==> src/rtl/fb_write_scheduler.sv <==
// Framebuffer write-port scheduler: shares one registered write port between CPU writes
// and a rectangle-fill engine. Optional fill abort input enabled by FB_FILL_ABORT_EN.
`ifndef FB_ADDR_WIDTH
`define FB_ADDR_WIDTH 16
`endif

module fb_write_scheduler #(
   parameter int ADDR_W    = `FB_ADDR_WIDTH,
   parameter int DIM_W     = 12,
   parameter int CPU_BURST = 4
) (
   input  logic              CLK,
   input  logic              RST_X,
   input  logic              i_cpu_req,
   input  logic [ADDR_W-1:0] i_cpu_offset,
   input  logic [31:0]       i_cpu_wdata,
   output logic              o_cpu_ack,
`ifdef FB_FILL_ABORT_EN
   input  logic              i_fill_abort,
`endif
   input  logic              i_fill_start,
   input  logic [ADDR_W-1:0] i_fill_base,
   input  logic [DIM_W-1:0]  i_fill_width,
   input  logic [DIM_W-1:0]  i_fill_height,
   input  logic [DIM_W-1:0]  i_fill_stride,
   input  logic [31:0]       i_fill_data,
   output logic [ADDR_W-1:0] o_fb_offset,
   output logic              o_fb_we,
   output logic [31:0]       o_fb_wdata,
   output logic              o_busy,
   output logic              o_done
);

   localparam int BW = $clog2(CPU_BURST + 1);

   typedef enum logic [1:0] {
      IDLE = 2'd0,
      FILL = 2'd1,
      DONE = 2'd2
   } state_t;

   state_t            state_q, state_d;
   logic [DIM_W-1:0]  col_q, col_d;
   logic [DIM_W-1:0]  row_q, row_d;
   logic [ADDR_W-1:0] row_base_q, row_base_d;
   logic [DIM_W-1:0]  width_q, width_d;
   logic [DIM_W-1:0]  height_q, height_d;
   logic [DIM_W-1:0]  stride_q, stride_d;
   logic [31:0]       data_q, data_d;
   logic [BW-1:0]     burst_q, burst_d;
   logic [ADDR_W-1:0] fb_offset_q, fb_offset_d;
   logic              fb_we_q, fb_we_d;
   logic [31:0]       fb_wdata_q, fb_wdata_d;
   logic              done_q, done_d;

   logic              abort;
   logic              fill_pend;
   logic              cpu_grant;
   logic              fill_grant;
   logic              last_word;
   logic [ADDR_W-1:0] fill_addr;

`ifdef FB_FILL_ABORT_EN
   assign abort = i_fill_abort;
`else
   assign abort = 1'b0;
`endif

   // An abort withdraws the fill from arbitration in the same cycle it is seen.
   assign fill_pend  = (state_q == FILL) && !abort;
   assign cpu_grant  = i_cpu_req && !(fill_pend && (burst_q == BW'(CPU_BURST)));
   assign fill_grant = fill_pend && !cpu_grant;
   assign last_word  = (col_q == width_q - DIM_W'(1)) && (row_q == height_q - DIM_W'(1));
   assign fill_addr  = row_base_q + ADDR_W'(col_q);

   // NOTE: every always_comb target gets a default first so no latch is inferred.
   always_comb begin
      state_d     = state_q;
      col_d       = col_q;
      row_d       = row_q;
      row_base_d  = row_base_q;
      width_d     = width_q;
      height_d    = height_q;
      stride_d    = stride_q;
      data_d      = data_q;
      burst_d     = '0;
      fb_offset_d = fb_offset_q;
      fb_we_d     = cpu_grant || fill_grant;
      fb_wdata_d  = fb_wdata_q;
      done_d      = (state_q == DONE);

      case (state_q)
         IDLE: begin
            if (i_fill_start) begin
               width_d    = i_fill_width;
               height_d   = i_fill_height;
               stride_d   = i_fill_stride;
               data_d     = i_fill_data;
               row_base_d = i_fill_base;
               col_d      = '0;
               row_d      = '0;
               state_d    = (i_fill_width != '0 && i_fill_height != '0) ? FILL : DONE;
            end
         end
         FILL: begin
            if (abort || (fill_grant && last_word)) state_d = DONE;
         end
         default: state_d = IDLE;
      endcase

      if (cpu_grant) begin
         fb_offset_d = i_cpu_offset;
         fb_wdata_d  = i_cpu_wdata;
         if (fill_pend) burst_d = burst_q + BW'(1);
      end else if (fill_grant) begin
         fb_offset_d = fill_addr;
         fb_wdata_d  = data_q;
         if (col_q != width_q - DIM_W'(1)) begin
            col_d = col_q + DIM_W'(1);
         end else begin
            col_d      = '0;
            row_d      = row_q + DIM_W'(1);
            row_base_d = row_base_q + ADDR_W'(stride_q);
         end
      end
   end

   // NOTE: state uses non-blocking assignments so all flops update together at the edge.
   always_ff @(posedge CLK) begin
      if (!RST_X) begin
         state_q     <= IDLE;
         col_q       <= '0;
         row_q       <= '0;
         row_base_q  <= '0;
         width_q     <= '0;
         height_q    <= '0;
         stride_q    <= '0;
         data_q      <= '0;
         burst_q     <= '0;
         fb_offset_q <= '0;
         fb_we_q     <= 1'b0;
         fb_wdata_q  <= '0;
         done_q      <= 1'b0;
      end else begin
         state_q     <= state_d;
         col_q       <= col_d;
         row_q       <= row_d;
         row_base_q  <= row_base_d;
         width_q     <= width_d;
         height_q    <= height_d;
         stride_q    <= stride_d;
         data_q      <= data_d;
         burst_q     <= burst_d;
         fb_offset_q <= fb_offset_d;
         fb_we_q     <= fb_we_d;
         fb_wdata_q  <= fb_wdata_d;
         done_q      <= done_d;
      end
   end

   assign o_cpu_ack   = cpu_grant;
   assign o_fb_offset = fb_offset_q;
   assign o_fb_we     = fb_we_q;
   assign o_fb_wdata  = fb_wdata_q;
   assign o_busy      = (state_q != IDLE);
   assign o_done      = done_q;

endmodule

==> config.mk <==
export PLATFORM = sky130hd
export DESIGN_NAME = fb_write_scheduler
export DESIGN_NICKNAME = d
export VERILOG_FILES = /design/src/rtl/fb_write_scheduler.sv
export SDC_FILE = /design/constraint.sdc
export NUM_CORES = 1
export LEC_CHECK = 0
export ABC_AREA = 1
export CAP_MARGIN = 15
export CORE_AREA = 2 2 164 166
export CTS_CLUSTER_SIZE = 12
export DETAILED_ROUTE_END_ITERATION = 10
export DIE_AREA = 0 0 166 168
export SLEW_MARGIN = 10
export SYNTH_ARGS = -nofsm -noshare
export SYNTH_HDL_FRONTEND = slang
export SYNTH_SLANG_ARGS = --single-unit
==> constraint.sdc <==
create_clock -name CLK -period 2.6 [get_ports CLK]
set_input_delay 0.26 -clock CLK [delete_from_list [all_inputs] [get_ports CLK]]
set_output_delay 0.26 -clock CLK [all_outputs]
set_load 0.05 [all_outputs]
==> results.md <==
- Row count: 60
- Root Buffer: clkbuf_16
- Total track usage: 19.7%
- Worst EP arrival: 2570 ps
- First-pass GRT wire length: 44900 um
- Period minus WS final: 2250 ps
- Fmax: 445 MHz
- Total grt overflow: 0
- Syn Nets: 1524
- CP max stage cell: dfxtp_1
- TritonCTS clock tree: yes
- Fill cells: 2731
- Syn avg cell area: 6.67 um^2
- Synthesized cell area: 0.00904 mm^2
- Hold Fails Final Rpt: 0
- Sequential power share: 38.3%
- HP Class: input pin to flop
- R2R depth: 13
- Cell depth of the worst hold path: 3
- Final nets: 1692
- # DRC: 0
- Yosys reg bits: 163
- Peak VDD IR: 0.420 mV
- Netlist cell types: 41
- ANT nets after route: 0
- RSZ-0062 raised after global routing: false
- Crit path max fanout: 12
- Final setup fails: 0
- Post-CTS Setup Inserts: 0
- Startpoint Class: flop
- Vias/cell: 4.91
- Number of global-route vias before repair: 8857
- DRT Pass-1 Iters: 7
- Switching pwr: 0.00270 W
- Clock Latency Late Sink: 440 ps
- Commonest cells after routing, fill and taps aside: nand2_1 (306), nor2_1 (201), clkdlybuf4s50_1 (185)
- EDFF count, synth: 0
- Reg-to-Reg Start: width_q[0]
- Setup CP Type: flop to flop
- Worst path max stage delay: 350 ps
- Hold_buf cts: 0
- Area Growth Syn to Fin: 31.4%
- Multi-input logic area: 0.00514 mm^2
- Slew Limit Fails: 0
- Sw Ratio: 35.5%
- IO buf count: 187
- Routed WL: 27500 um
- R2r endpoint: row_base_q[5]
- TritonCTS Buffers: 17
- Drt initial violations: 652
- Top FF cell, synth: dfxtp_1
- Core box area: 0.0264 mm^2
- Clock skew: 15.4 ps
- Largest net degree at the start of global routing: 127
- CP endpoint kind: flop
- Seq/Total Area, Yosys: 36.1%
- R2r setup slk: 350 ps
- Post-synthesis cell count: 1356
- Fraction of registers with async set/reset: 0%
- Internal: 0.00491 W
- Hold Path End: o_fb_offset[6]
- Combinational share of power: 28.2%
- Starting Density: 34.3%
- H-tree Lvls: 4
- Final period util: 86.5%
- Via count: 9227
- Die ar.: 0.0279 mm^2
- Post-CTS Resized: 0
- Commonest non-fill, non-tap cell in the layout: nand2_1
- Slew @ Worst Pin: 565 ps
- Worst hold start: RST_X
- Clock Sinks: 163
- Slew HR: 62.2%
- Die Width: 166 um
- Status: finished, final reports clean
- Worst Path Buf+Inv: 2
- Die H: 168 um
- Hold WS: 293 ps
- Clk network pwr share: 33.5%
- Cell family with the largest share of critical-path delay: simple AND/OR/NAND/NOR gates
- Critical Path RT: 2920 ps
- Layout cells sized above 1: 5.92%
- MaxCap Viol Count: 0
- Sequential cell area: 0.00326 mm^2
- Critical-path cell list: inv_1 -> ha_1 -> xor2_1 -> nand3_1 -> nor2_1 -> nand3_1 -> nor2_2 -> nand2_4 -> nor2_4 -> nand2_1 -> buf_4 -> o21ai_0 -> nor2_1
- RePlAce Congestion: 0.886
- Ys Warns: 0
- Power Density: 640 mW/mm^2
- Clock transition at path regs: 70 ps
- Setup_tns: 0 ps
- # IOs: 188
- Wire per inst: 14.7 um
- Initial antenna violation count: 1
- Leak pwr: 4.98 nW
- CTS max path bufs: 2
- Dpl hpwl: 20000 um
[layer usage]
metal,part of all wire [%],track usage (%),vias up
li1,-,-,4766
met1,47,25.7,4227
met2,48,34.0,203
met3,3.7,2.33,31
met4,1.8,6.20,0
met5,0,0,-
[cell type report]
cell class,count,area share [%]
clock inverters,14,1.27
well taps,341,3.59
clock buffers,17,3.58
inverters,107,3.38
multi-input cells,1027,43.3
flip-flops and latches,163,27.5
diodes,1,0.0211
repair buffers,208,17.4
[worst reg2reg max path, cell delays in order, from the launching register on]
cell,delay (ps)
dfxtp_1,350
inv_1,90
ha_1,310
xor2_1,150
nand3_1,80
nor2_1,190
nand3_1,120
nor2_2,170
nand2_4,110
nor2_4,100
nand2_1,70
buf_4,200
o21ai_0,160
nor2_1,60
[synthesized netlist by cell type, types with 6 or more instances]
cell	number	area share, %
nand2_1	307	13
nor2_1	202	8.4
o21ai_0	184	10
dfxtp_1	163	36
inv_1	103	4.3
nand3_1	86	4.8
a21oi_1	80	4.4
clkbuf_1	45	1.9
ha_1	30	4.2
xor2_1	30	2.9
xnor2_1	16	1.5
a31oi_1	8	0.55
nor2_2	8	0.55
o21ai_1	7	0.39
buf_1	6	0.25
nand3b_1	6	0.50
nor4_1	6	0.42
o22ai_1	6	0.42
[worst max-delay path by stage]
stage | startpoint | endpoint | slack [ps] | cells after the start
after floorplan | burst_q[0] | burst_q[0] | 470 | 9
after global placement | col_q[0] | o_fb_offset[14] | 400 | 11
after detailed placement | width_q[0] | row_base_q[1] | 360 | 15
after CTS | width_q[0] | row_base_q[1] | 330 | 15
after global routing | width_q[0] | row_base_q[15] | 70 | 15
final | width_q[0] | row_base_q[5] | 350 | 13
[sequential cells by signal, summed over array words and instances, names as in the netlist]
signal,flops
row_q,12
height_q,12
width_q,12
data_q,32
row_base_q,16
o_fb_we,1
o_fb_wdata,32
state_q,2
burst_q,3
col_q,12
o_done,1
o_fb_offset,16
stride_q,12
[stage by stage]
stage | setup WS (ps) | power [W] | cell area (um^2) | utilization, % | instances
after floorplan | 474 | 0.00436 | 9040 | - | 1356
after global placement | 399 | 0.00510 | 11300 | 42.9 | 1846
after detailed placement | 359 | 0.00512 | 11300 | 42.9 | 1846
after CTS | 333 | 0.00768 | 11900 | 45.1 | 1877
after global routing | 67.2 | 0.00805 | 11900 | 45.1 | 1878
final | 351 | 0.00761 | 11900 | 45.1 | 1878
[kinds of logic (layout without fill, tap and decap cells)]
logic type,Yosys count,count (layout),share of synthesized area (%)
AOI/OAI and AO/OA,306,306,17.8
xor gates and xnor gates,46,46,4.46
adders and majority gates,32,32,4.59
buffers and inverters,166,346,7.28
DFF,163,163,36.1
other,0,1,0
and+or+nand+nor,643,643,29.8
[power groups by stage]
stage	registers [W]	logic (W)	clock network (W)
final	0.00292	0.00214	0.00255
after global routing	0.00295	0.00239	0.00270
after CTS	0.00292	0.00216	0.00261
after detailed placement	0.00297	0.00215	0
after global placement	0.00297	0.00213	0
after floorplan	0.00320	0.00116	0
Power figures use the tool's default switching activity.
